### config.mk
export PLATFORM = sky130hd
export DESIGN_NAME = pes_pwm_multi
export DESIGN_NICKNAME = d
export VERILOG_FILES = /design/src/rtl/pes_pwm_multi.sv
export SDC_FILE = /design/constraint.sdc
export NUM_CORES = 1
export LEC_CHECK = 0
export BUFFER_PORTS_ARGS = -buffer_cell sky130_fd_sc_hd__buf_2
export CORE_UTILIZATION = 50
export CTS_CLUSTER_DIAMETER = 120
export DETAILED_ROUTE_END_ITERATION = 8
export PLACE_DENSITY = 0.76
export SKIP_CTS_REPAIR_TIMING = 1
export SLEW_MARGIN = 20
export SYNTH_ARGS = -nofsm -noshare
export SYNTH_HDL_FRONTEND = slang
export SYNTH_SLANG_ARGS = --single-unit
### constraint.sdc
create_clock -name clk -period 3.2 [get_ports clk]
set_input_delay 0.32 -clock clk [delete_from_list [all_inputs] [get_ports clk]]
set_output_delay 0.32 -clock clk [all_outputs]
set_load 0.01 [all_outputs]
### src/rtl/pes_pwm_multi.sv
// Multi-channel edge-aligned PWM with debounced per-channel inc/dec duty buttons.
// Optional complementary outputs with dead time when PES_PWM_DEADTIME_EN is defined.
module pes_pwm_multi #(
  parameter int unsigned CHANNELS     = 4,
  parameter int unsigned STEPS        = 10,
  parameter int unsigned INIT_DUTY    = 5,
  parameter int unsigned PWM_PRESCALE = 1,
  parameter int unsigned DEBOUNCE_DIV = 2,
`ifdef PES_PWM_DEADTIME_EN
  parameter int unsigned DEADTIME     = 2,
`endif
  localparam int unsigned DW = $clog2(STEPS + 1)
) (
  input  logic                   clk,
  input  logic                   rst_n,
  input  logic [CHANNELS-1:0]    inc_duty,
  input  logic [CHANNELS-1:0]    dec_duty,
  output logic [CHANNELS-1:0]    pwm_out,
`ifdef PES_PWM_DEADTIME_EN
  output logic [CHANNELS-1:0]    pwm_out_n,
`endif
  output logic [CHANNELS*DW-1:0] duty_level,
  output logic                   period_start
);

  localparam int unsigned CW  = (STEPS > 1) ? $clog2(STEPS) : 1;
  localparam int unsigned PW  = (PWM_PRESCALE > 1) ? $clog2(PWM_PRESCALE) : 1;
  localparam int unsigned DDW = (DEBOUNCE_DIV > 1) ? $clog2(DEBOUNCE_DIV) : 1;

  logic [PW-1:0]       presc_q, presc_d;
  logic [CW-1:0]       cnt_q, cnt_d;
  logic [DDW-1:0]      div_q, div_d;
  logic                pwm_tick, wrap, sample_tick;
  logic [CHANNELS-1:0] s1_inc_q, s2_inc_q, s1_dec_q, s2_dec_q;
  logic [CHANNELS-1:0] press_inc, press_dec;
  logic [DW-1:0]       shadow_q [CHANNELS];
  logic [DW-1:0]       shadow_d [CHANNELS];
  logic [DW-1:0]       active_q [CHANNELS];
  logic [DW-1:0]       active_d [CHANNELS];
  logic [CHANNELS-1:0] pwm_q, pwm_d;
  logic                period_start_q;

  always_comb begin
    pwm_tick    = (presc_q == PW'(PWM_PRESCALE - 1));
    wrap        = pwm_tick && (cnt_q == CW'(STEPS - 1));
    sample_tick = (div_q == DDW'(DEBOUNCE_DIV - 1));
    presc_d     = pwm_tick ? '0 : presc_q + 1'b1;
    div_d       = sample_tick ? '0 : div_q + 1'b1;
    cnt_d       = cnt_q;
    if (pwm_tick) cnt_d = wrap ? '0 : cnt_q + 1'b1;
    press_inc   = s1_inc_q & ~s2_inc_q & {CHANNELS{sample_tick}};
    press_dec   = s1_dec_q & ~s2_dec_q & {CHANNELS{sample_tick}};
    duty_level  = '0;
    pwm_d       = '0;
    for (int i = 0; i < CHANNELS; i++) begin
      shadow_d[i] = shadow_q[i];
      if (press_inc[i] && !press_dec[i] && (shadow_q[i] < DW'(STEPS))) begin
        shadow_d[i] = shadow_q[i] + 1'b1;
      end else if (press_dec[i] && !press_inc[i] && (shadow_q[i] != '0)) begin
        shadow_d[i] = shadow_q[i] - 1'b1;
      end
      // New duty is visible on the first count of the new period.
      active_d[i] = wrap ? shadow_q[i] : active_q[i];
      pwm_d[i]    = (32'(cnt_d) < 32'(active_d[i]));
      duty_level[i*DW +: DW] = active_q[i];
    end
  end

  always_ff @(posedge clk) begin
    if (!rst_n) begin
      presc_q        <= '0;
      cnt_q          <= '0;
      div_q          <= '0;
      s1_inc_q       <= '0;
      s2_inc_q       <= '0;
      s1_dec_q       <= '0;
      s2_dec_q       <= '0;
      pwm_q          <= '0;
      period_start_q <= 1'b0;
      for (int i = 0; i < CHANNELS; i++) begin
        shadow_q[i] <= DW'(INIT_DUTY);
        active_q[i] <= DW'(INIT_DUTY);
      end
    end else begin
      presc_q        <= presc_d;
      cnt_q          <= cnt_d;
      div_q          <= div_d;
      pwm_q          <= pwm_d;
      period_start_q <= wrap;
      if (sample_tick) begin
        s1_inc_q <= inc_duty;
        s2_inc_q <= s1_inc_q;
        s1_dec_q <= dec_duty;
        s2_dec_q <= s1_dec_q;
      end
      for (int i = 0; i < CHANNELS; i++) begin
        shadow_q[i] <= shadow_d[i];
        active_q[i] <= active_d[i];
      end
    end
  end

  assign period_start = period_start_q;

`ifdef PES_PWM_DEADTIME_EN
  localparam int unsigned RW = $clog2(DEADTIME + 2);

  // Length of the current raw level run, saturating just past DEADTIME.
  logic [RW-1:0] run_q [CHANNELS];

  always_ff @(posedge clk) begin
    if (!rst_n) begin
      for (int i = 0; i < CHANNELS; i++) run_q[i] <= '0;
    end else begin
      for (int i = 0; i < CHANNELS; i++) begin
        if (pwm_d[i] != pwm_q[i]) begin
          run_q[i] <= RW'(1);
        end else if (32'(run_q[i]) <= DEADTIME) begin
          run_q[i] <= run_q[i] + 1'b1;
        end
      end
    end
  end

  always_comb begin
    pwm_out   = '0;
    pwm_out_n = '0;
    for (int i = 0; i < CHANNELS; i++) begin
      pwm_out[i]   = pwm_q[i] && (32'(run_q[i]) > DEADTIME);
      pwm_out_n[i] = !pwm_q[i] && (32'(run_q[i]) > DEADTIME);
    end
  end
`else
  assign pwm_out = pwm_q;
`endif

endmodule

### Word-level counts from Yosys, hierarchy flattened

Memory sizes are Yosys's and may differ from the RTL's.
Index checks and enable logic that the tools add are counted.

| operators by class | value |
|---|---|
| $add $sub $neg | 11 |
| $lt $le $gt $ge | 8 |
| eq/ne operators | 1 |
| mux-type cells | 24 |
| bitwise operators | 16 |
| reduce and logical (&&, ||, !) cells | 31 |

Operator list:

| cell | number |
|---|---|
| two-way mux 4 bit | 22 |
| adder 4 x 1 -> 4 bit (second input constant) | 5 |
| logical AND 1 bit | 17 |
| AND 4 bit | 4 |
| less-than comparator 4 bit | 4 |
| less-than comparator 4 bit (second input constant) | 4 |
| nonzero test 4 bit | 4 |
| subtractor 4 x 1 -> 4 bit (second input constant) | 4 |
| logical NOT 1 bit | 8 |
| inverter 4 bit | 2 |
| OR 1 bit | 8 |
| == test 4 bit (second input constant) | 1 |
| adder 1 bit (second input constant) | 2 |
| two-way mux 1 bit | 2 |
| inverter 1 bit | 2 |
| AND reduction 2 bit | 1 |
| OR reduction 2 bit | 1 |

| storage, ports and cells | value |
|---|---|
| register bits | 27 |
| bits in writable memories | 32 |
| bits of input ports | 10 |
| output and inout bits | 21 |
| logic and storage cells | 102 |
| memories kept | 2 |

Memories:

| name | depth | bits a word | read ports | clocked after memory_dff | write ports | line | text |
|---|---|---|---|---|---|---|---|
| active_q | 4 | 4 | 4 | 0 | 4 | 38 | `logic [DW-1:0] active_q [CHANNELS];` |
| shadow_q | 4 | 4 | 4 | 0 | 4 | 36 | `logic [DW-1:0] shadow_q [CHANNELS];` |

### Depth between registers and ports, before layout

Gate-level depths: netlist (run 1).

| depth | value |
|---|---|
| depth in word-level cells | 9 |
| gate-level depth with buffers | 10 |

### Worst setup path after synthesis (run 1)

OpenSTA, ideal clock, no wires.

| timing | value |
|---|---|
| kind | register to register |
| start point | register div_q |
| end point | memory shadow_q[1][3] (netlist name) |
| setup time | 0.092 ns |
| arrival time | 2.075 ns |
| required time | 3.108 ns |
| slack | 1.033 ns |
| stages on the path, launching flop included | 9 |
| buffers on the path | 2 |
| cells stage by stage | dfxtp_1 clkbuf_1 clkbuf_1 nand2_1 ha_1 a21o_1 a21oi_1 and4b_1 o32ai_1 |

RTL lines:

| item | line | text |
|---|---|---|
| from (decl) | 32 | `logic [DDW-1:0] div_q, div_d;` |
| from (signal assigned) | 87 | `div_q <= div_d;` |
| to (decl) | 36 |  |

==> results of run 1 <==
-- cells by family after synthesis --
kind of cell    synth area share (%)
xor+xnor                        1.60
compound gates                  7.92
flops                           35.9
buf+inv                         3.35
simple gates                    24.1
other cells                    0.114
fa+ha+maj                       10.8
mux                             16.1
-- placed cells by master (no fill, tap or decap), types with 2 or more instances in the layout --
cell	count
sky130_fd_sc_hd__mux2i_1	41
sky130_fd_sc_hd__clkinv_2	2
sky130_fd_sc_hd__clkbuf_8	11
sky130_fd_sc_hd__o221a_2	4
sky130_fd_sc_hd__buf_2	30
sky130_fd_sc_hd__ha_1	22
sky130_fd_sc_hd__nor3b_1	4
sky130_fd_sc_hd__nor2b_1	33
sky130_fd_sc_hd__o21ai_0	10
sky130_fd_sc_hd__and4b_1	4
sky130_fd_sc_hd__and2_1	8
sky130_fd_sc_hd__a21bo_1	4
sky130_fd_sc_hd__fa_1	4
sky130_fd_sc_hd__dfxtp_1	59
sky130_fd_sc_hd__inv_1	6
sky130_fd_sc_hd__buf_4	6
sky130_fd_sc_hd__nand2_1	40
sky130_fd_sc_hd__a21o_1	4
sky130_fd_sc_hd__nor3_1	8
sky130_fd_sc_hd__o211ai_1	4
sky130_fd_sc_hd__and3_1	8
sky130_fd_sc_hd__xnor2_1	6
sky130_fd_sc_hd__nor2_1	20
sky130_fd_sc_hd__nand3b_1	4
sky130_fd_sc_hd__o32ai_1	4
sky130_fd_sc_hd__mux2_4	8
sky130_fd_sc_hd__a21oi_1	4
sky130_fd_sc_hd__nand2b_1	16
-- final timing paths --
| path | slack [ps] | endpoint | cells past startpoint |
|---|---|---|---|
| hold / removal | 250 | s1_inc_q[1] | 3 |
| setup / recovery | 990 | shadow_q[0][3] | 8 |
| hold reg to reg | 500 | active_q[2][0] | 2 |
| setup reg to reg | 990 | shadow_q[0][3] | 8 |
-- registers in the layout (all words and copies together), names as in the netlist, 4 cells and up --
signal / count
shadow_q: 16
s1_dec_q: 4
cnt_q: 4
s2_dec_q: 4
pwm_out: 4
s2_inc_q: 4
active_q: 16
s1_inc_q: 4
-- metrics by stage --
step	instance area [um^2]	total power (uW)
2_1_floorplan	3290	946
3_3_place_gp	3490	985
3_5_place_dp	3490	993
4_1_cts	3690	1680
5_1_grt	3690	1740
6_report	3690	1670
-- routing by layer --
layer	part of all wire [%]	up-vias	routed length (um)
li1	-	1247	-
met1	46	1173	2810
met2	49	38	2980
met3	3.9	4	237
met4	0.63	0	38
met5	0	-	0
-- power groups by stage --
stage | registers [uW] | clock network [uW] | logic (uW)
after floorplan | 797 | 0 | 149
after global placement | 801 | 0 | 184
after detailed placement | 802 | 0 | 191
after CTS | 786 | 703 | 192
after global routing | 789 | 737 | 216
final | 785 | 689 | 191
-- worst reg2reg max path: stages, from the launching register on --
cell	delay, ps
sky130_fd_sc_hd__dfxtp_1	340
sky130_fd_sc_hd__nor2b_1	230
sky130_fd_sc_hd__and3_1	210
sky130_fd_sc_hd__nand2_1	110
sky130_fd_sc_hd__ha_1	310
sky130_fd_sc_hd__a21o_1	180
sky130_fd_sc_hd__a21oi_1	230
sky130_fd_sc_hd__and4b_1	230
sky130_fd_sc_hd__o32ai_1	270
-- layout make-up --
type                            count  area [um^2]  area share, %
Clock buffer                       12          155           4.20
Clock inverter                      4         48.8           1.32
Inverter                            6         22.5          0.610
Multi-Input combinational cell    264         1990           54.0
Sequential cell                    59         1180           32.0
Tap cell                           77         96.3           2.61
Timing Repair Buffer               36          195           5.28
==> report_table.html, run 1 <==
<table>
<tr><th>Metric</th><th>Value</th></tr>
<tr><th colspan="2">Pwr</th></tr>
<tr><td>Switching power as a share of total power</td><td>24.5%</td></tr>
<tr><td>Worst VDD drop</td><td>0.326 mV</td></tr>
<tr><td>Power density over the cells</td><td>451 mW/mm^2</td></tr>
<tr><td>Power dissipated by switching net loads</td><td>408 uW</td></tr>
<tr><td>Sequential fraction of design power</td><td>47.2%</td></tr>
<tr><td>Internal cell power</td><td>1260 uW</td></tr>
<tr><td>Leak Pwr</td><td>0.00156 uW</td></tr>
<tr><td>Logic gate share of total power</td><td>11.5%</td></tr>
<tr><td>Clock power share</td><td>41.4%</td></tr>
<tr><th colspan="2">Synth</th></tr>
<tr><td>Mean cell area of the mapped netlist</td><td>9.55 um^2</td></tr>
<tr><td>Number of enable-type register cells in the synthesized netlist</td><td>0</td></tr>
<tr><td>Largest cells by area after synthesis</td><td>sky130_fd_sc_hd__dfxtp_1, sky130_fd_sc_hd__mux2i_1, sky130_fd_sc_hd__ha_1</td></tr>
<tr><td>Cell accounting for the most synthesized area</td><td>sky130_fd_sc_hd__dfxtp_1</td></tr>
<tr><td>Distinct cells, synth</td><td>32</td></tr>
<tr><td>Synthesized instance count</td><td>344</td></tr>
<tr><td>Yosys Warn Count</td><td>0</td></tr>
<tr><td>Sequential element share of the synthesized area</td><td>35.9%</td></tr>
<tr><td>Mapped cell area</td><td>0.00329 mm^2</td></tr>
<tr><td>Primary FF master, synth</td><td>sky130_fd_sc_hd__dfxtp_1</td></tr>
<tr><td>Nets in the synthesized netlist</td><td>380</td></tr>
<tr><td>Ranking of synthesized cells by instance count</td><td>sky130_fd_sc_hd__dfxtp_1, sky130_fd_sc_hd__mux2i_1, sky130_fd_sc_hd__nand2_1</td></tr>
<tr><td>Async set or reset register ratio after synthesis</td><td>0%</td></tr>
<tr><td>Number of flip-flops and latches in the synthesized netlist</td><td>59</td></tr>
<tr><td>Area share of the largest cell type after synthesis</td><td>35.9%</td></tr>
<tr><td>Library cell with the highest instance count after synthesis</td><td>sky130_fd_sc_hd__dfxtp_1</td></tr>
<tr><th colspan="2">Placement</th></tr>
<tr><td>Post-placement worst setup slack</td><td>999 ps</td></tr>
<tr><td>Number of buffer cells added on primary ports</td><td>30</td></tr>
<tr><td>RePlAce Congestion</td><td>0.782</td></tr>
<tr><td>DP Cell Count</td><td>442</td></tr>
<tr><td>HPWL after DPL</td><td>4330 um</td></tr>
<tr><th colspan="2">Route</th></tr>
<tr><td>Via total after detailed routing</td><td>2462</td></tr>
<tr><td>Starting DRC count in detailed routing</td><td>108</td></tr>
<tr><td>Drt wl/cell</td><td>13.2 um</td></tr>
<tr><td>Number of detailed-route iterations in the first pass</td><td>4</td></tr>
<tr><td>Vias per std cell</td><td>5.38</td></tr>
<tr><td>DR DRC count</td><td>0</td></tr>
<tr><td>Routed wire length</td><td>6070 um</td></tr>
<tr><td>Antenna viol nets, final</td><td>0</td></tr>
<tr><th colspan="2">Final layout</th></tr>
<tr><td>Layout Area Growth over Synthesis</td><td>12.4%</td></tr>
<tr><td>Fraction of layout instances using a drive strength above 1</td><td>16.5%</td></tr>
<tr><td>Antenna Diode Count</td><td>0</td></tr>
<tr><td>Non-Filler Instances</td><td>458</td></tr>
<tr><td>Post-route core utilization</td><td>58.2%</td></tr>
<tr><td>Final-layout fill cell count</td><td>559</td></tr>
<tr><td>Final Net Count</td><td>412</td></tr>
<tr><th colspan="2">Critical path</th></tr>
<tr><td>Worst path bufs/invs</td><td>0</td></tr>
<tr><td>Worst EP arrival</td><td>2450 ps</td></tr>
<tr><td>Type of element launching the critical path</td><td>register</td></tr>
<tr><td>Critical Path Fanout Max</td><td>4</td></tr>
<tr><td>Type of the worst setup path</td><td>register to register</td></tr>
<tr><td>Startpoint of the worst-slack reg-to-reg timing path</td><td>s1_inc_q[0]</td></tr>
<tr><td>Kind of cell adding the most delay to the critical path</td><td>simple AND/OR/NAND/NOR gates</td></tr>
<tr><td>Cells along the critical path</td><td>nor2b_1 &gt; and3_1 &gt; nand2_1 &gt; ha_1 &gt; a21o_1 &gt; a21oi_1 &gt; and4b_1 &gt; o32ai_1</td></tr>
<tr><td>CP startpoint</td><td>s1_inc_q[0]</td></tr>
<tr><td>Critical Path Sink Type</td><td>register</td></tr>
<tr><td>Required time at the worst-slack endpoint</td><td>3430 ps</td></tr>
<tr><td>Biggest cell delay along the critical path</td><td>340 ps</td></tr>
<tr><td>Max stage delay cell, worst path</td><td>sky130_fd_sc_hd__dfxtp_1</td></tr>
<tr><th colspan="2">Min path</th></tr>
<tr><td>Type of the tightest min-delay check</td><td>primary input to register</td></tr>
<tr><td>Launch point of the worst hold path</td><td>inc_duty[1]</td></tr>
<tr><th colspan="2">Die</th></tr>
<tr><td>Count of boundary I/O pins</td><td>31</td></tr>
<tr><td>Die outline area</td><td>0.00690 mm^2</td></tr>
<tr><td>Core area</td><td>0.00635 mm^2</td></tr>
<tr><td>Die boundary width</td><td>83.1 um</td></tr>
<tr><td>Die Y-Extent</td><td>83.1 um</td></tr>
<tr><td>Row count</td><td>29</td></tr>
<tr><td>Effective utilization at floorplan</td><td>51.7%</td></tr>
<tr><th colspan="2">Global route</th></tr>
<tr><td>Met2 demand-to-capacity share in global routing</td><td>31.8%</td></tr>
<tr><td>Global-route wire length before repair</td><td>10500 um</td></tr>
<tr><td>Gr ovfl total</td><td>0</td></tr>
<tr><td>Met1 layer usage reported by global route</td><td>21.7%</td></tr>
<tr><td>Antenna violations before repair</td><td>0</td></tr>
<tr><td>Via count of the first global-routing pass</td><td>2392</td></tr>
<tr><td>Global-route usage over all layers</td><td>18.4%</td></tr>
<tr><td>Maximum number of pins on one net before global-route repair</td><td>39</td></tr>
<tr><td>Routing usage on met3</td><td>6.36%</td></tr>
<tr><td>Most heavily used metal layer in global routing</td><td>met2</td></tr>
<tr><th colspan="2">STA</th></tr>
<tr><td>RSZ-0062 raised after global routing</td><td>false</td></tr>
<tr><td>Slew of the pin with the lowest slew margin</td><td>752 ps</td></tr>
<tr><td>Fin. Hold Viols</td><td>0</td></tr>
<tr><td>Final WS setup</td><td>986 ps</td></tr>
<tr><td>Relative max-transition margin</td><td>49.3%</td></tr>
<tr><td>Worst Skew</td><td>4.97 ps</td></tr>
<tr><td>Setup TNS</td><td>0 ps</td></tr>
<tr><td>Min Clock Period, post-route</td><td>2210 ps</td></tr>
<tr><td>Upper clock frequency limit</td><td>452 MHz</td></tr>
<tr><td>Period utilisation layout</td><td>69.2%</td></tr>
<tr><td>Final worst hold slack</td><td>249 ps</td></tr>
<tr><td>Finish-stage setup viols</td><td>0</td></tr>
<tr><td>Max Slew Vio Count</td><td>0</td></tr>
<tr><th colspan="2">CTS</th></tr>
<tr><td>Number of levels in the clock H-tree</td><td>3</td></tr>
<tr><td>Clk_lat worst skew</td><td>330 ps</td></tr>
<tr><td>Clock Sink Count</td><td>59</td></tr>
<tr><td>Number of buffers on the longest clock path</td><td>2</td></tr>
<tr><td>Total clock buffers created by CTS</td><td>9</td></tr>
<tr><td>Root buffer cell</td><td>sky130_fd_sc_hd__clkbuf_8</td></tr>
<tr><td>Clock transition time at the flip-flop clock pins of the worst setup and hold paths</td><td>70 ps</td></tr>
<tr><td>TritonCTS clock tree</td><td>yes</td></tr>
<tr><th colspan="2">Status</th></tr>
<tr><td>Status</td><td>finished clean</td></tr>
<tr><th colspan="2">Run</th></tr>
<tr><td>Max-cap check violation count</td><td>0</td></tr>
</table>
No activity file was read; power rests on OpenSTA's default activity.
==> run 2: changes to the inputs <==
- PLACE_DENSITY: 0.76 -> 0.79
- clock period: 3.2 -> 2 ns (I/O delays scaled with it)
==> run 2 against run 1 <==
Against the previous run:
- core utilization increased by 9.7 points
- register-to-register slack got worse by 980 ps
- highest routed layer unchanged
- largest power group is now clock
- critical endpoint is now shadow_q[1][2]
- sequential power increased by 61%
- sequential cell count unchanged
- first-iteration DRC count decreased by 0.93%
- maximum frequency increased by 11%
- combinational power increased by 110%
- clock-buffer cell count unchanged
==> report_table.html, run 2 (synthesis results as in run 1) <==
<table>
<tr><th>Metric</th><th>Value</th></tr>
<tr><th colspan="2">STA</th></tr>
<tr><td>Max Slew Vio Count</td><td>0 (unchanged)</td></tr>
<tr><td>Fin. Hold Viols</td><td>0 (unchanged)</td></tr>
<tr><td>Upper clock frequency limit</td><td>501 MHz (+11%)</td></tr>
<tr><td>Setup TNS</td><td>0 ps (unchanged)</td></tr>
<tr><td>Final worst hold slack</td><td>111 ps (-138 ps)</td></tr>
<tr><td>Period utilisation layout</td><td>99.8% (+31 points)</td></tr>
<tr><td>Worst Skew</td><td>5.18 ps (+0.208 ps)</td></tr>
<tr><td>RSZ-0062 raised after global routing</td><td>true</td></tr>
<tr><td>Finish-stage setup viols</td><td>0 (unchanged)</td></tr>
<tr><td>Slew of the pin with the lowest slew margin</td><td>657 ps (-94.9 ps)</td></tr>
<tr><td>Final WS setup</td><td>3.86 ps (-982 ps)</td></tr>
<tr><td>Relative max-transition margin</td><td>55.7% (+6.4 points)</td></tr>
<tr><td>Min Clock Period, post-route</td><td>2000 ps (-218 ps)</td></tr>
<tr><th colspan="2">Final layout</th></tr>
<tr><td>Final-layout fill cell count</td><td>472 (-16%)</td></tr>
<tr><td>Commonest cells after routing, fill and taps aside</td><td>sky130_fd_sc_hd__dfxtp_1, sky130_fd_sc_hd__buf_4, sky130_fd_sc_hd__nand2_1, sky130_fd_sc_hd__mux2i_1, sky130_fd_sc_hd__buf_2</td></tr>
<tr><td>Largest registers ranked by flip-flop count</td><td>active_q: 16 flops, shadow_q: 16 flops</td></tr>
<tr><td>Most common cell after layout, fill and taps aside</td><td>sky130_fd_sc_hd__dfxtp_1</td></tr>
<tr><td>Non-Filler Instances</td><td>497 (+8.5%)</td></tr>
<tr><td>Post-route core utilization</td><td>67.9% (+9.7 points)</td></tr>
<tr><td>Layout Area Growth over Synthesis</td><td>31.1%</td></tr>
<tr><td>Area taken by flip-flops and latches</td><td>0.00119 mm^2 (+0.95%)</td></tr>
<tr><td>Combined area of the multi-input logic cells</td><td>0.00220 mm^2 (+10%)</td></tr>
<tr><td>Fraction of layout instances using a drive strength above 1</td><td>34.3% (+18 points)</td></tr>
<tr><td>Antenna Diode Count</td><td>0 (unchanged)</td></tr>
<tr><td>Final Net Count</td><td>451 (+9.5%)</td></tr>
<tr><th colspan="2">CTS</th></tr>
<tr><td>Clk_lat worst skew</td><td>350 ps (+20 ps)</td></tr>
<tr><td>Root buffer cell</td><td>sky130_fd_sc_hd__clkbuf_8</td></tr>
<tr><td>Clock Sink Count</td><td>59 (unchanged)</td></tr>
<tr><td>Number of levels in the clock H-tree</td><td>3 (unchanged)</td></tr>
<tr><td>TritonCTS clock tree</td><td>yes</td></tr>
<tr><td>Number of buffers on the longest clock path</td><td>2 (unchanged)</td></tr>
<tr><td>Total clock buffers created by CTS</td><td>9 (unchanged)</td></tr>
<tr><td>Clock transition time at the flip-flop clock pins of the worst setup and hold paths</td><td>70 ps (about the same)</td></tr>
<tr><th colspan="2">Critical path</th></tr>
<tr><td>Type of element launching the critical path</td><td>register</td></tr>
<tr><td>Worst EP arrival</td><td>2240 ps (-210 ps)</td></tr>
<tr><td>Type of the worst setup path</td><td>register to register</td></tr>
<tr><td>Max stage delay cell, worst path</td><td>sky130_fd_sc_hd__fa_1</td></tr>
<tr><td>Worst path bufs/invs</td><td>1 (+1)</td></tr>
<tr><td>Worst-case reg-to-reg path depth</td><td>8 (unchanged)</td></tr>
<tr><td>Required time at the worst-slack endpoint</td><td>2240 ps (-1190 ps)</td></tr>
<tr><td>Critical Path Fanout Max</td><td>2 (-2)</td></tr>
<tr><td>Critical Path Sink Type</td><td>register</td></tr>
<tr><td>Number of stages on the worst setup path</td><td>8 (unchanged)</td></tr>
<tr><td>Kind of cell adding the most delay to the critical path</td><td>simple AND/OR/NAND/NOR gates</td></tr>
<tr><td>Cells along the critical path</td><td>o21ai_1 &gt; and3_4 &gt; nand2_2 &gt; buf_4 &gt; fa_1 &gt; xnor2_1 &gt; nand2_1 &gt; mux2_4</td></tr>
<tr><td>Biggest cell delay along the critical path</td><td>390 ps (+50 ps)</td></tr>
<tr><th colspan="2">Global route</th></tr>
<tr><td>Gr ovfl total</td><td>0 (unchanged)</td></tr>
<tr><td>Antenna violations before repair</td><td>0 (unchanged)</td></tr>
<tr><td>Global-route usage over all layers</td><td>20.4% (+2.0 points)</td></tr>
<tr><td>Maximum number of pins on one net before global-route repair</td><td>61 (+56%)</td></tr>
<tr><td>Via count of the first global-routing pass</td><td>2563 (+7.1%)</td></tr>
<tr><td>Global-route wire length before repair</td><td>11300 um (+8.3%)</td></tr>
<tr><th colspan="2">Min path</th></tr>
<tr><td>Count of cells along the worst hold path</td><td>3 (unchanged)</td></tr>
<tr><td>Type of the tightest min-delay check</td><td>primary input to register</td></tr>
<tr><th colspan="2">Die</th></tr>
<tr><td>Row count</td><td>29 (unchanged)</td></tr>
<tr><td>Die outline area</td><td>0.00690 mm^2 (unchanged)</td></tr>
<tr><td>Effective utilization at floorplan</td><td>51.7% (unchanged)</td></tr>
<tr><td>Die boundary width</td><td>83.1 um (unchanged)</td></tr>
<tr><td>Die Y-Extent</td><td>83.1 um (unchanged)</td></tr>
<tr><td>Count of boundary I/O pins</td><td>31 (unchanged)</td></tr>
<tr><td>Core area</td><td>0.00635 mm^2 (unchanged)</td></tr>
<tr><th colspan="2">Route</th></tr>
<tr><td>Vias per std cell</td><td>5.31 (-1.1%)</td></tr>
<tr><td>Antenna viol nets, final</td><td>0 (unchanged)</td></tr>
<tr><td>Routed wire length</td><td>7150 um (+18%)</td></tr>
<tr><td>Drt wl/cell</td><td>14.4 um (+8.6%)</td></tr>
<tr><td>Number of detailed-route iterations in the first pass</td><td>4 (unchanged)</td></tr>
<tr><td>DR DRC count</td><td>0 (unchanged)</td></tr>
<tr><td>Starting DRC count in detailed routing</td><td>107 (-0.93%)</td></tr>
<tr><td>Via total after detailed routing</td><td>2641 (+7.3%)</td></tr>
<tr><th colspan="2">Placement</th></tr>
<tr><td>Number of buffer cells added on primary ports</td><td>30 (unchanged)</td></tr>
<tr><td>RePlAce Congestion</td><td>0.826 (+5.6%)</td></tr>
<tr><td>HPWL after DPL</td><td>4680 um (+8.1%)</td></tr>
<tr><td>DP Cell Count</td><td>471 (+6.6%)</td></tr>
<tr><td>Post-placement worst setup slack</td><td>-30.2 ps (-1030 ps)</td></tr>
<tr><th colspan="2">Pwr</th></tr>
<tr><td>Power density over the cells</td><td>713 mW/mm^2 (+58%)</td></tr>
<tr><td>Leak Pwr</td><td>0.00183 uW (+17%)</td></tr>
<tr><td>Worst VDD drop</td><td>0.456 mV (+40%)</td></tr>
<tr><th colspan="2">Status</th></tr>
<tr><td>Status</td><td>finished clean</td></tr>
<tr><th colspan="2">Run</th></tr>
<tr><td>Max-cap check violation count</td><td>0 (unchanged)</td></tr>
</table>
## run 2: cell types whose count changed in the layout (fill, tap and decap cells not counted), sizes merged
cell    change
bufinv      +2
buf        +38
clkinv      -2
clkbuf      +1
## run 2: final cells by class
cell class                      count  share of cell area, %
Multi-Input combinational cell    264                   51.1
Sequential cell                    59                   27.7
Timing Repair Buffer               75                   12.4
Clock buffer                       12                   3.83
Tap cell                           77                   2.24
Clock inverter                      4                   2.21
Inverter                            6                  0.523
## run 2: per-stage QoR
stage / area, um^2 / power [uW]
CTS: 3990 / 3040
floorplan: 3290 / 1510
detailed placement: 3730 / 1630
global route: 4310 / 3180
global placement: 3730 / 1610
finish: 4310 / 3070
## run 2: worst paths after layout
path	start	end	slack, ps
setup / recovery	shadow_q[1][2]	shadow_q[1][2]	4
hold / removal	dec_duty[2]	s1_dec_q[2]	110
setup reg to reg	shadow_q[1][2]	shadow_q[1][2]	4
hold reg to reg	active_q[1][0]	active_q[1][0]	490
## run 2: worst register-to-register path: cells and delay by family, from the launching register on
kind,cells,cell delay (ps)
buffers and inverters,1,180
adder cells (fa/ha/maj),1,390
AO/OA/AOI/OAI,1,140
multiplexers,1,260
XOR/XNOR,1,200
AND/OR/NAND/NOR,3,400
flip-flops,1,320
## run 2: report_power, final
part | internal, uW | switching, uW
logic | 213 | 184
clock network | 928 | 493
registers | 1220 | 38.6
total | 2360 | 716
## run 2: metal layers
layer	wire length, um	global-route usage, %
met5	0	0
met1	3250	24.5
met2	3580	34.6
met4	161	10.7
met3	152	3.78
==> run 3: changes to the inputs <==
- CAP_MARGIN: not set -> 0
- SETUP_SLACK_MARGIN: not set -> 0.1
==> run 3 against run 2 <==
Against the previous run:
- the flow now finishes with violations (setup timing)
- clock-buffer cell count decreased by 1
- total power decreased by 3.2%
- combinational power decreased by 1%
- sequential cell count unchanged
- sequential share of layout area increased by 0.14 points
- hold slack improved by 16 ps
- clock skew increased by 1.1 ps
- sequential power about the same
- setup slack got worse by 13 ps
- global-route usage decreased by 0.79 points
- final area increased by 0.12%
- largest power group unchanged
- highest routed layer unchanged
==> report_table.html, run 3 (synthesis results as in run 1) <==
<table>
<tr><th>Metric</th><th>Value</th></tr>
<tr><th colspan="2">Status</th></tr>
<tr><td>Status</td><td>finished with violations</td></tr>
<tr><td>Violated checks</td><td>setup timing</td></tr>
<tr><th colspan="2">Die</th></tr>
<tr><td>Core area</td><td>0.00635 mm^2 (unchanged)</td></tr>
<tr><td>Die outline area</td><td>0.00690 mm^2 (unchanged)</td></tr>
<tr><td>Row count</td><td>29 (unchanged)</td></tr>
<tr><td>Die Y-Extent</td><td>83.1 um (unchanged)</td></tr>
<tr><td>Effective utilization at floorplan</td><td>51.7% (unchanged)</td></tr>
<tr><td>Die boundary width</td><td>83.1 um (unchanged)</td></tr>
<tr><td>Count of boundary I/O pins</td><td>31 (unchanged)</td></tr>
<tr><th colspan="2">Global route</th></tr>
<tr><td>Global-route wire length before repair</td><td>11100 um (-2.3%)</td></tr>
<tr><td>Met1 layer usage reported by global route</td><td>23.4% (-1.1 points)</td></tr>
<tr><td>Most heavily used metal layer in global routing</td><td>met2</td></tr>
<tr><td>Met2 demand-to-capacity share in global routing</td><td>34.6% (unchanged)</td></tr>
<tr><td>Antenna violations before repair</td><td>0 (unchanged)</td></tr>
<tr><td>Maximum number of pins on one net before global-route repair</td><td>55 (-9.8%)</td></tr>
<tr><td>Via count of the first global-routing pass</td><td>2465 (-3.8%)</td></tr>
<tr><td>Global-route usage over all layers</td><td>19.6% (-0.79 points)</td></tr>
<tr><td>Routing usage on met3</td><td>6.06% (+2.3 points)</td></tr>
<tr><td>Gr ovfl total</td><td>0 (unchanged)</td></tr>
<tr><th colspan="2">STA</th></tr>
<tr><td>Max Slew Vio Count</td><td>0 (unchanged)</td></tr>
<tr><td>Final worst hold slack</td><td>127 ps (+15.6 ps)</td></tr>
<tr><td>Period utilisation layout</td><td>100% (+0.65 points)</td></tr>
<tr><td>Slew of the pin with the lowest slew margin</td><td>682 ps (+24.9 ps)</td></tr>
<tr><td>Finish-stage setup viols</td><td>1 (+1)</td></tr>
<tr><td>Fin. Hold Viols</td><td>0 (unchanged)</td></tr>
<tr><td>Worst Skew</td><td>6.30 ps (+1.12 ps)</td></tr>
<tr><td>Final WS setup</td><td>-9.13 ps (-13.0 ps)</td></tr>
<tr><td>RSZ-0062 raised after global routing</td><td>true</td></tr>
<tr><td>Min Clock Period, post-route</td><td>2010 ps (+13.0 ps)</td></tr>
<tr><td>Upper clock frequency limit</td><td>498 MHz (-0.65%)</td></tr>
<tr><td>Relative max-transition margin</td><td>54.1% (-1.7 points)</td></tr>
<tr><th colspan="2">Pwr</th></tr>
<tr><td>Power Total</td><td>2980 uW (-3.2%)</td></tr>
<tr><td>Power density over the cells</td><td>690 mW/mm^2 (-3.3%)</td></tr>
<tr><td>Leak Pwr</td><td>0.00181 uW (-0.95%)</td></tr>
<tr><td>Worst VDD drop</td><td>0.891 mV (+95%)</td></tr>
<tr><th colspan="2">Final layout</th></tr>
<tr><td>Commonest cells after routing, fill and taps aside</td><td>sky130_fd_sc_hd__dfxtp_1, sky130_fd_sc_hd__nand2_1, sky130_fd_sc_hd__mux2i_1, sky130_fd_sc_hd__buf_4, sky130_fd_sc_hd__buf_2</td></tr>
<tr><td>Non-Filler Instances</td><td>488 (-1.8%)</td></tr>
<tr><td>Antenna Diode Count</td><td>0 (unchanged)</td></tr>
<tr><td>Layout Area Growth over Synthesis</td><td>31.3%</td></tr>
<tr><td>Fraction of layout instances using a drive strength above 1</td><td>37.5% (+3.2 points)</td></tr>
<tr><td>Largest registers ranked by flip-flop count</td><td>active_q: 16 flops, shadow_q: 16 flops</td></tr>
<tr><td>Most common cell after layout, fill and taps aside</td><td>sky130_fd_sc_hd__dfxtp_1</td></tr>
<tr><td>Final Net Count</td><td>442 (-2.0%)</td></tr>
<tr><th colspan="2">Placement</th></tr>
<tr><td>RePlAce Congestion</td><td>0.839 (+1.6%)</td></tr>
<tr><td>HPWL after DPL</td><td>4640 um (-0.88%)</td></tr>
<tr><td>DP Cell Count</td><td>464 (-1.5%)</td></tr>
<tr><td>Number of buffer cells added on primary ports</td><td>30 (unchanged)</td></tr>
<tr><th colspan="2">Critical path</th></tr>
<tr><td>Critical Path Sink Type</td><td>register</td></tr>
<tr><td>Biggest cell delay along the critical path</td><td>360 ps (-30 ps)</td></tr>
<tr><td>Worst-case reg-to-reg path depth</td><td>9 (+1)</td></tr>
<tr><td>Critical Path Fanout Max</td><td>6 (+4)</td></tr>
<tr><td>Worst EP arrival</td><td>2220 ps (-20 ps)</td></tr>
<tr><td>Max stage delay cell, worst path</td><td>sky130_fd_sc_hd__dfxtp_2</td></tr>
<tr><td>Cells along the critical path</td><td>inv_2 &gt; ha_4 &gt; and4bb_2 &gt; buf_12 &gt; mux2i_4 &gt; ha_1 &gt; a21bo_1 &gt; o211ai_1 &gt; nand2_1</td></tr>
<tr><td>Type of element launching the critical path</td><td>register</td></tr>
<tr><td>Type of the worst setup path</td><td>register to register</td></tr>
<tr><td>Required time at the worst-slack endpoint</td><td>2210 ps (-30 ps)</td></tr>
<tr><th colspan="2">Route</th></tr>
<tr><td>Antenna viol nets, final</td><td>0 (unchanged)</td></tr>
<tr><td>Drt wl/cell</td><td>14.4 um (+0.38%)</td></tr>
<tr><td>DR DRC count</td><td>0 (unchanged)</td></tr>
<tr><td>Via total after detailed routing</td><td>2617 (-0.91%)</td></tr>
<tr><td>Routed wire length</td><td>7040 um (-1.4%)</td></tr>
<tr><td>Vias per std cell</td><td>5.36 (+0.92%)</td></tr>
<tr><td>Number of detailed-route iterations in the first pass</td><td>4 (unchanged)</td></tr>
<tr><td>Starting DRC count in detailed routing</td><td>109 (+1.9%)</td></tr>
<tr><th colspan="2">Min path</th></tr>
<tr><td>Type of the tightest min-delay check</td><td>primary input to register</td></tr>
<tr><td>Count of cells along the worst hold path</td><td>3 (unchanged)</td></tr>
<tr><th colspan="2">CTS</th></tr>
<tr><td>Clock transition time at the flip-flop clock pins of the worst setup and hold paths</td><td>60 ps (about the same)</td></tr>
<tr><td>Total clock buffers created by CTS</td><td>9 (unchanged)</td></tr>
<tr><td>Root buffer cell</td><td>sky130_fd_sc_hd__clkbuf_8</td></tr>
<tr><td>Clock Sink Count</td><td>59 (unchanged)</td></tr>
<tr><td>Clk_lat worst skew</td><td>330 ps (-20 ps)</td></tr>
<tr><td>Number of levels in the clock H-tree</td><td>3 (unchanged)</td></tr>
<tr><td>TritonCTS clock tree</td><td>yes</td></tr>
<tr><td>Number of buffers on the longest clock path</td><td>2 (unchanged)</td></tr>
<tr><th colspan="2">Run</th></tr>
<tr><td>Max-cap check violation count</td><td>0 (unchanged)</td></tr>
</table>
==> run 3: cell types whose count changed in the layout (fill, tap and decap cells not counted), moves of 4 or more <==
cell	previous run	this run
sky130_fd_sc_hd__buf_4	41	32
sky130_fd_sc_hd__dfxtp_1	50	46
sky130_fd_sc_hd__mux2i_1	38	34
sky130_fd_sc_hd__mux2i_2	2	6
==> run 3: power by group <==
group          switching (uW)  internal [uW]  leakage (uW)
sequential               43.8           1220      0.000484
combinational             184            208       0.00120
clock                     465            858      0.000123
==> run 3: layer usage <==
layer,vias to the layer above,wire [um]
met4,0,76
met5,-,0
li1,1316,-
met2,45,3640
met1,1248,3110
met3,8,217
==> run 3: metrics by stage <==
stage               instance area [um^2]  setup WS (ps)  util [%]  TNS (ps)
CTS                                 3950           -105      62.2      -272
floorplan                           3320           64.2         -         0
finish                              4310          -9.13      67.9     -9.13
global route                        4310           -129      67.9      -225
global placement                    3710          -16.5      58.4     -16.5
detailed placement                  3710          -51.9      58.4      -104
==> run 3: cell type report <==
type,instances,area (um^2)
Timing Repair Buffer,66,462
Clock inverter,5,100
Sequential cell,59,1200
Fill cell,476,2040
Inverter,6,22.5
Multi-Input combinational cell,264,2290
Clock buffer,11,141
Tap cell,77,96.3
==> run 3: worst max-delay path, delay by kind of cell, from the launching register on <==
family                   cells  cell delay [ps]
adder cells (fa/ha/maj)      2              420
AO/OA/AOI/OAI                2              380
flip-flops                   1              360
AND/OR/NAND/NOR              2              350
buffers and inverters        2              200
multiplexers                 1              180
==> run 3: path summary, 6_finish.rpt <==
check	from	to	slack (ps)
min	inc_duty[1]	s1_inc_q[1]	130
min reg2reg	active_q[1][0]	active_q[1][0]	490
max	cnt_q[1]	pwm_out[0]	-9
max reg2reg	cnt_q[1]	pwm_out[0]	-9
